<file path="src/rtl/ram_arbiter.sv">
// Round-robin arbiter sharing one 64x8 RAM between CPU and loader ports.
// Optional RAM_ARB_STATS_EN adds saturating grant/conflict counters.
module ram_arbiter #(
  parameter int ADDR_W   = 6,
  parameter int DATA_W   = 8,
  parameter int MAX_HOLD = 4
) (
  input  logic              clk,
  input  logic              reset,
  input  logic              req0,
  input  logic              req1,
  input  logic              we0,
  input  logic              we1,
  input  logic [ADDR_W-1:0] addr0,
  input  logic [ADDR_W-1:0] addr1,
  input  logic [DATA_W-1:0] wdata0,
  input  logic [DATA_W-1:0] wdata1,
  input  logic              lock0,
  input  logic              lock1,
  output logic              gnt0,
  output logic              gnt1,
  output logic              rvalid0,
  output logic              rvalid1,
  output logic [DATA_W-1:0] rdata0,
  output logic [DATA_W-1:0] rdata1,
  output logic              ram_we,
  output logic [ADDR_W-1:0] ram_addr,
  output logic [DATA_W-1:0] ram_wdata,
  input  logic [DATA_W-1:0] ram_rdata
`ifdef RAM_ARB_STATS_EN
  ,
  output logic [15:0]       stat_gnt0,
  output logic [15:0]       stat_gnt1,
  output logic [15:0]       stat_conflict
`endif
);

  typedef enum logic [1:0] {
    ARB   = 2'd0,
    LOCK0 = 2'd1,
    LOCK1 = 2'd2
  } state_t;

  localparam logic [3:0] MAXH = 4'(MAX_HOLD);

  state_t      state;
  logic        ptr;
  logic [3:0]  hold;
  logic [3:0]  hold_inc;
  logic        we_q;
  logic        rd_pend;
  logic        rd_port;

  assign hold_inc = hold + 4'd1;

  always_comb begin
    gnt0 = 1'b0;
    gnt1 = 1'b0;
    unique case (state)
      ARB: begin
        if (req0 && (!req1 || !ptr)) gnt0 = 1'b1;
        else if (req1)               gnt1 = 1'b1;
      end
      LOCK0: begin
        if (req0)      gnt0 = 1'b1;
        else if (req1) gnt1 = 1'b1;
      end
      LOCK1: begin
        if (req1)      gnt1 = 1'b1;
        else if (req0) gnt0 = 1'b1;
      end
      default: ;
    endcase
    if (reset) begin
      gnt0 = 1'b0;
      gnt1 = 1'b0;
    end
  end

  always_ff @(posedge clk) begin
    if (reset) begin
      state <= ARB;
      ptr   <= 1'b0;
      hold  <= 4'd0;
    end else begin
      unique case (state)
        ARB: begin
          if (gnt0 || gnt1) ptr <= gnt0;
          // a hold limit of 1 releases a contended lock immediately
          if (gnt0 && lock0 && !(req1 && MAXH <= 4'd1)) begin
            state <= LOCK0;
            hold  <= 4'd1;
          end else if (gnt1 && lock1 && !(req0 && MAXH <= 4'd1)) begin
            state <= LOCK1;
            hold  <= 4'd1;
          end
        end
        LOCK0: begin
          if (gnt0) begin
            if (!lock0 || (req1 && hold_inc >= MAXH)) begin
              state <= ARB;
              ptr   <= 1'b1;
              hold  <= 4'd0;
            end else if (req1) begin
              hold <= hold_inc;
            end
          end else if (gnt1) begin
            ptr   <= 1'b0;
            state <= lock1 ? LOCK1 : ARB;
            hold  <= lock1 ? 4'd1 : 4'd0;
          end else begin
            state <= ARB;
            ptr   <= 1'b1;
            hold  <= 4'd0;
          end
        end
        LOCK1: begin
          if (gnt1) begin
            if (!lock1 || (req0 && hold_inc >= MAXH)) begin
              state <= ARB;
              ptr   <= 1'b0;
              hold  <= 4'd0;
            end else if (req0) begin
              hold <= hold_inc;
            end
          end else if (gnt0) begin
            ptr   <= 1'b1;
            state <= lock0 ? LOCK0 : ARB;
            hold  <= lock0 ? 4'd1 : 4'd0;
          end else begin
            state <= ARB;
            ptr   <= 1'b0;
            hold  <= 4'd0;
          end
        end
        default: begin
          state <= ARB;
          hold  <= 4'd0;
        end
      endcase
    end
  end

  // reset must suppress a write already sitting in the command register
  assign ram_we = we_q & ~reset;

  always_ff @(posedge clk) begin
    if (reset) begin
      we_q      <= 1'b0;
      rd_pend   <= 1'b0;
      rd_port   <= 1'b0;
      ram_addr  <= '0;
      ram_wdata <= '0;
      rvalid0   <= 1'b0;
      rvalid1   <= 1'b0;
      rdata0    <= '0;
      rdata1    <= '0;
    end else begin
      we_q    <= (gnt0 & we0) | (gnt1 & we1);
      rd_pend <= (gnt0 & ~we0) | (gnt1 & ~we1);
      rd_port <= gnt1;
      if (gnt0) begin
        ram_addr  <= addr0;
        ram_wdata <= wdata0;
      end else if (gnt1) begin
        ram_addr  <= addr1;
        ram_wdata <= wdata1;
      end
      rvalid0 <= rd_pend & ~rd_port;
      rvalid1 <= rd_pend & rd_port;
      if (rd_pend && !rd_port) rdata0 <= ram_rdata;
      if (rd_pend && rd_port)  rdata1 <= ram_rdata;
    end
  end

`ifdef RAM_ARB_STATS_EN
  always_ff @(posedge clk) begin
    if (reset) begin
      stat_gnt0     <= 16'd0;
      stat_gnt1     <= 16'd0;
      stat_conflict <= 16'd0;
    end else begin
      if (gnt0 && stat_gnt0 != 16'hFFFF)
        stat_gnt0 <= stat_gnt0 + 16'd1;
      if (gnt1 && stat_gnt1 != 16'hFFFF)
        stat_gnt1 <= stat_gnt1 + 16'd1;
      if (req0 && req1 && stat_conflict != 16'hFFFF)
        stat_conflict <= stat_conflict + 16'd1;
    end
  end
`endif

endmodule

</file>
<file path="config.mk">
export PLATFORM = sky130hd
export DESIGN_NAME = ram_arbiter
export DESIGN_NICKNAME = d
export VERILOG_FILES = /design/src/rtl/ram_arbiter.sv
export SDC_FILE = /design/constraint.sdc
export NUM_CORES = 1
export LEC_CHECK = 0
export ABC_AREA = 1
export BUFFER_PORTS_ARGS = -buffer_cell sky130_fd_sc_hd__buf_2
export CAP_MARGIN = 0
export CORE_MARGIN = 2
export CORE_UTILIZATION = 50
export CTS_BUF_LIST = sky130_fd_sc_hd__clkbuf_2 sky130_fd_sc_hd__clkbuf_4 sky130_fd_sc_hd__clkbuf_8
export DETAILED_ROUTE_END_ITERATION = 8
export GPL_TIMING_DRIVEN = 0
export PLACE_DENSITY_LB_ADDON = 0.15
export SYNTH_ARGS = -nofsm -noshare
export SYNTH_HDL_FRONTEND = slang
export SYNTH_SLANG_ARGS = --single-unit
</file>
<file path="constraint.sdc">
create_clock -name clk -period 2.1 [get_ports clk]
set_input_delay 0.105 -clock clk [delete_from_list [all_inputs] [get_ports clk]]
set_output_delay 0.105 -clock clk [all_outputs]
set_load 0.02 [all_outputs]
</file>
# Yosys cells after proc, flatten, opt, wreduce, memory -nomap -nowiden
# Index checks and enable logic that the tools add are counted.
[totals]
input_bits = 44
register_bits = 42
[classes]
n_lt_le_gt_ge = 1
bitwise_logic = 13
reduce_logical = 22
mux = 46
add_sub_neg = 1
eq_ne = 8
[op_table]
columns = ["op", "count"]
rows = [
  ["two-way mux 4 bit", 8],
  ["two-way mux 1 bit", 21],
  ["two-way mux 2 bit", 8],
  ["two-way mux 8 bit", 2],
  ["two-way mux 6 bit", 2],
  ["case mux 4 bit (3 select lines)", 1],
  ["!= test 3 bit, second input constant", 3],
  ["case mux 1 bit (3 select lines)", 3],
  ["!= test 4 bit, second input constant", 2],
  ["bitwise AND 1 bit", 7],
  ["logical AND 1 bit", 7],
  ["case mux 2 bit (3 select lines)", 1],
  ["AND reduction 3 bit", 2],
  ["zero test 1 bit", 5],
  ["adder 4 x 1 -> 4 bit, second input constant", 1],
  ["greater-or-equal comparator 4 x 3 -> 1 bit, second input constant", 1],
  ["logical OR 1 bit", 4],
  ["inverter 1 bit", 4],
  ["AND reduction 4 bit", 1],
  ["nonzero test 3 bit", 1],
  ["equality test 2 x 1 -> 1 bit, second input constant", 1],
  ["equality test 2 bit, second input constant", 1],
  ["zero test 2 bit", 1],
  ["!= test 2 bit, second input constant", 1],
  ["2 further kinds", 3],
]

# Depth between registers and ports, before layout
[depth]
ltp_word = 10
ltp_mapped = 12
ltp_nobuf = 12

# Worst setup path after synthesis
# Ideal clock, no wire load.
[synth_path]
kind = "register to register"
startpoint = "register state[0]"
endpoint = "register ram_addr[2]"
setup_ns = 0.125
arrival_ns = 1.518
synth_period_minus_slack_ns = 1.643
setup_slack_ns = 0.457
stages_incl_launch_ff = 11
n_path_buf = 2
path_cell_list = "dfxtp_1 > inv_1 > ha_1 > nand2_1 > nand3_2 > nand2_2 > nand2_2 > buf_6 > buf_6 > o21ai_0 > a31oi_1"
[synth_via]
elab_chain_cells = 4
elab_cells_between_ends = 9
classes_between = "eq/ne (2); mux (5); reduce/logical (2)"
[synth_lines]
columns = ["element", "line", "source"]
rows = [
  ["start: declaration", "46", "state_t state;"],
  ["start signal: assignment", "109", "state <= lock1 ? LOCK1 : ARB;"],
  ["start signal: assignment", "128", "state <= lock0 ? LOCK0 : ARB;"],
  ["equality test 2 bit (tied with other cells)", "59", "unique case (state)"],
  ["case mux 1 bit (3 select lines)", "59", ""],
  ["two-way mux 1 bit", "74", "if (reset) begin"],
  ["two-way mux 6 bit / nonzero test 2 bit (equally long branches)", "--", ""],
  ["end signal: assignment", "163", "ram_addr <= addr0;"],
  ["end signal: assignment", "166", "ram_addr <= addr1;"],
  ["end: declaration", "27", "output logic [ADDR_W-1:0] ram_addr,"],
]
# Several ways; a longest one is shown, not always the timed one.
# A chain may end at the register's enable or synchronous reset.

# Worst setup path in the final report
[layout_path]
startpoint = "register state[0]"
endpoint = "output port gnt0"
[layout_via]
elab_chain_cells = 3
elab_cells_between_ends = 5
classes_between = "eq/ne (2); mux (2); reduce/logical (1)"
[layout_lines]
columns = ["element", "line", "source"]
rows = [
  ["equality test 2 bit (tied with other cells)", "59", ""],
  ["case mux 1 bit (3 select lines) (*)", "59", ""],
  ["two-way mux 1 bit (*)", "74", ""],
  ["end: declaration", "20", "output logic gnt0,"],
]
# Mark *: on every way between the ends. The rest lies on a longest branch, timed or not.

==> impl_metrics.toml <==
[routing]
drt_iter0_drc = 149
ant_nets = 0
routed_wl_um = 4600
dr.pass1.iters = 4
vias = 2036
vias_per_cell = 4.97
wire_per_inst_um = 11.2
drc_errors = 0

[critical_path]
slowest_delay_ps = 370
cp.required_ps = 2000
critPathSlowestCell = "dfxtp_1"
worst_setup_path_start_kind = "flop"
r2r_slack_ps = 200
endpoint_kind = "output port"
timing.rr.start = "state[0]"
worstSetupPathType = "flop to output port"
regToRegEndpoint = "hold[3]"
crit_arrival_ps = 1830
critPathMaxFanout = 10
ff2ff_path_depth = 10
worstPathCellList = "ha_1, nor3_4, inv_1, nor2_4, buf_6, buf_2"

[cells_and_area]
ff_latch_area_um2 = 841
areaGrowthSynthToFinish_pct = 29.1
fill_cells = 353
post_layout_nonfiller_instances = 410
layout_commonest_cell = "buf_2"
final_cell_mix = "79 x buf_2, 61 x nand2_1, 50 x nor2_1"
n_antenna_cell = 0
drive_above_1_share_pct = 28.7
multi_input_area_um2 = 985
final_nets = 412

[synthesis]
yosys.area.top_type = "dfxtp_1"
synth-seq-cells = 42
synth.top_cell.area_share_pct = 42.4
synth_nets = 326
avgSynthCellArea_um2 = 7.21
yosysWarnings = 0
yosysUniqueCellTypes = 27
synthCells = 275
yosysSeqAreaShare_pct = 42.4
synthTopCellsByArea = "dfxtp_1 42%, nand2_1 12%, nor2_1 9.5%"
synth_area_mm2 = 0.00198

[clocking]
clock-sinks = 42
clk_latency_ps = 290
clk_pin_slew_worst_paths_ps = 80
hold_buffers = 0
cts_buffers = 5
clockBufferDepth = 2
cts-root-buf = "clkbuf_8"
htree_levels = 2
cts_tree = "yes"

[sta]
setup_viol = 0
fin_setup_tns_ps = 0
worst_pin_slew_ps = 459
fin_crit_ps = 1930
slew_headroom_pct = 69.3
timing.fmax_mhz = 518
worst_slack_ps = 170
finClkSkew_ps = 10.2
final_hold_viol_count = 0
min_period_over_period_pct = 91.9
slew_viol_final = 0
rsz0062_at_grt = "no"

[outcome]
outcome = "completed"

[global_route]
grt_pass1_wl_um = 7650
antenna_found_initial = 0
grt_pass1_vias = 1838
grt_max_degree = 14
grt_usage_pct = 21.9
grt_remaining_overflow = 0

[power_and_ir_drop]
irDropWorstVdd_mv = 0.655
p_per_area_mw_per_mm2 = 1200
leakage_nw = 1.33
power_mw = 3.07

[place]
place.gp.congestion = 0.908
numPortBuffers = 77
placed_cells = 400
dp_hpwl_um = 3490
pre_cts_slack_ps = 201

[die]
core_mm2 = 0.00374
die_x_um = 67.0
die_h_um = 67.0
initial_core_util_pct = 53.0
dieArea_mm2 = 0.00449
pin_count = 79
rows = 22

[hold_path]
min_path_cells = 2
hp-class = "input port to flop"
min_from = "we1"
min_to = "rd_pend"

[run]
maxCapViolCount = 0
## metrics by stage
stage / util [%] / hold slack (ps) / cell area (um2)
finish: 68.4 / 11.8 / 2560
global placement: 64.9 / 319 / 2430
CTS: 67.9 / 6.22 / 2540
global route: 68.4 / 19.1 / 2560
detailed placement: 64.9 / 318 / 2430
floorplan: - / 211 / 1980
## how the worst max path moves through the flow
stage	from	end	slack (ps)	cells past startpoint
floorplan	state[0]	ram_addr[2]	460	10
global placement	state[0]	ram_addr[2]	240	10
detailed placement	state[0]	ram_wdata[6]	200	10
CTS	state[0]	gnt0	70	6
global route	state[0]	hold[0]	30	12
finish	state[0]	gnt0	170	6
## flip-flops by register name, indices dropped and copies added, names as in the netlist, 2 cells and up
signal     cells
rdata0         8
rdata1         8
state          2
ram_wdata      8
ram_addr       6
hold           4
## report_power, final
part           total (mW)  switching, mW  internal [mW]
clock               0.641          0.273          0.368
sequential           1.08          0.107          0.978
combinational        1.34          0.862          0.480
total                3.07           1.24           1.83
## Yosys cell counts
| cell | instances |
|---|---|
| xnor2_1 | 1 |
| dfxtp_1 | 42 |
| o21ai_0 | 29 |
| buf_2 | 2 |
| o22ai_1 | 1 |
| clkbuf_1 | 1 |
| clkinv_1 | 1 |
| nor2_1 | 50 |
| buf_1 | 2 |
| a22o_1 | 1 |
| nor2_4 | 1 |
| nor3_1 | 2 |
| nand2_4 | 1 |
| a31oi_1 | 14 |
| nand3_2 | 2 |
| inv_1 | 22 |
| nand2_2 | 3 |
| ha_1 | 7 |
| buf_6 | 4 |
| nand4_1 | 5 |
| o21ai_1 | 4 |
| o21bai_1 | 1 |
| nor3_4 | 1 |
| nand3_1 | 9 |
| nand2_1 | 61 |
| a21oi_1 | 6 |
| inv_2 | 2 |
## layer usage
| metal | GRT usage, % | wire [um] | vias up | share of wire (%) |
|---|---|---|---|---|
| met1 | 26.1 | 2110 | 871 | 46 |
| met3 | 4.90 | 323 | 7 | 7.0 |
| li1 | - | - | 1074 | - |
| met4 | 8.16 | 70 | 0 | 1.5 |
| met2 | 38.3 | 2100 | 84 | 46 |
| met5 | 0 | 0 | - | 0 |
## kinds of logic (layout without fill, tap and decap cells)
| group | count (synthesis) | in the layout | share of synthesized area [%] |
|---|---|---|---|
| XOR/XNOR | 1 | 1 | 0.442 |
| buffers and inverters | 34 | 121 | 8.08 |
| AO/OA/AOI/OAI | 56 | 56 | 15.4 |
| flip-flops | 42 | 42 | 42.4 |
| AND/OR/NAND/NOR | 135 | 135 | 29.3 |
| adder cells (fa/ha/maj) | 7 | 7 | 4.42 |
## cell type report
class / count / area share (%)
Multi-Input combinational cell: 199 / 38.5
Sequential cell: 42 / 32.8
Timing Repair Buffer: 79 / 15.6
Inverter: 25 / 3.67
Clock buffer: 6 / 2.98
Buffer: 9 / 2.59
Tap cell: 48 / 2.35
Clock inverter: 2 / 1.47
## timing repair
item                       4_1_cts  5_1_grt
setup endpoints to repair        0        1
buffers inserted                 0        2
gates resized for setup          0        1
## worst max-delay path: cells and delay by family, from the launching register on
family	cells	cell delay, ps
buffers and inverters	3	440
flip-flops	1	370
adder cells (fa/ha/maj)	1	290
AND/OR/NAND/NOR	2	440
No activity file was read; power rests on OpenSTA's default activity.
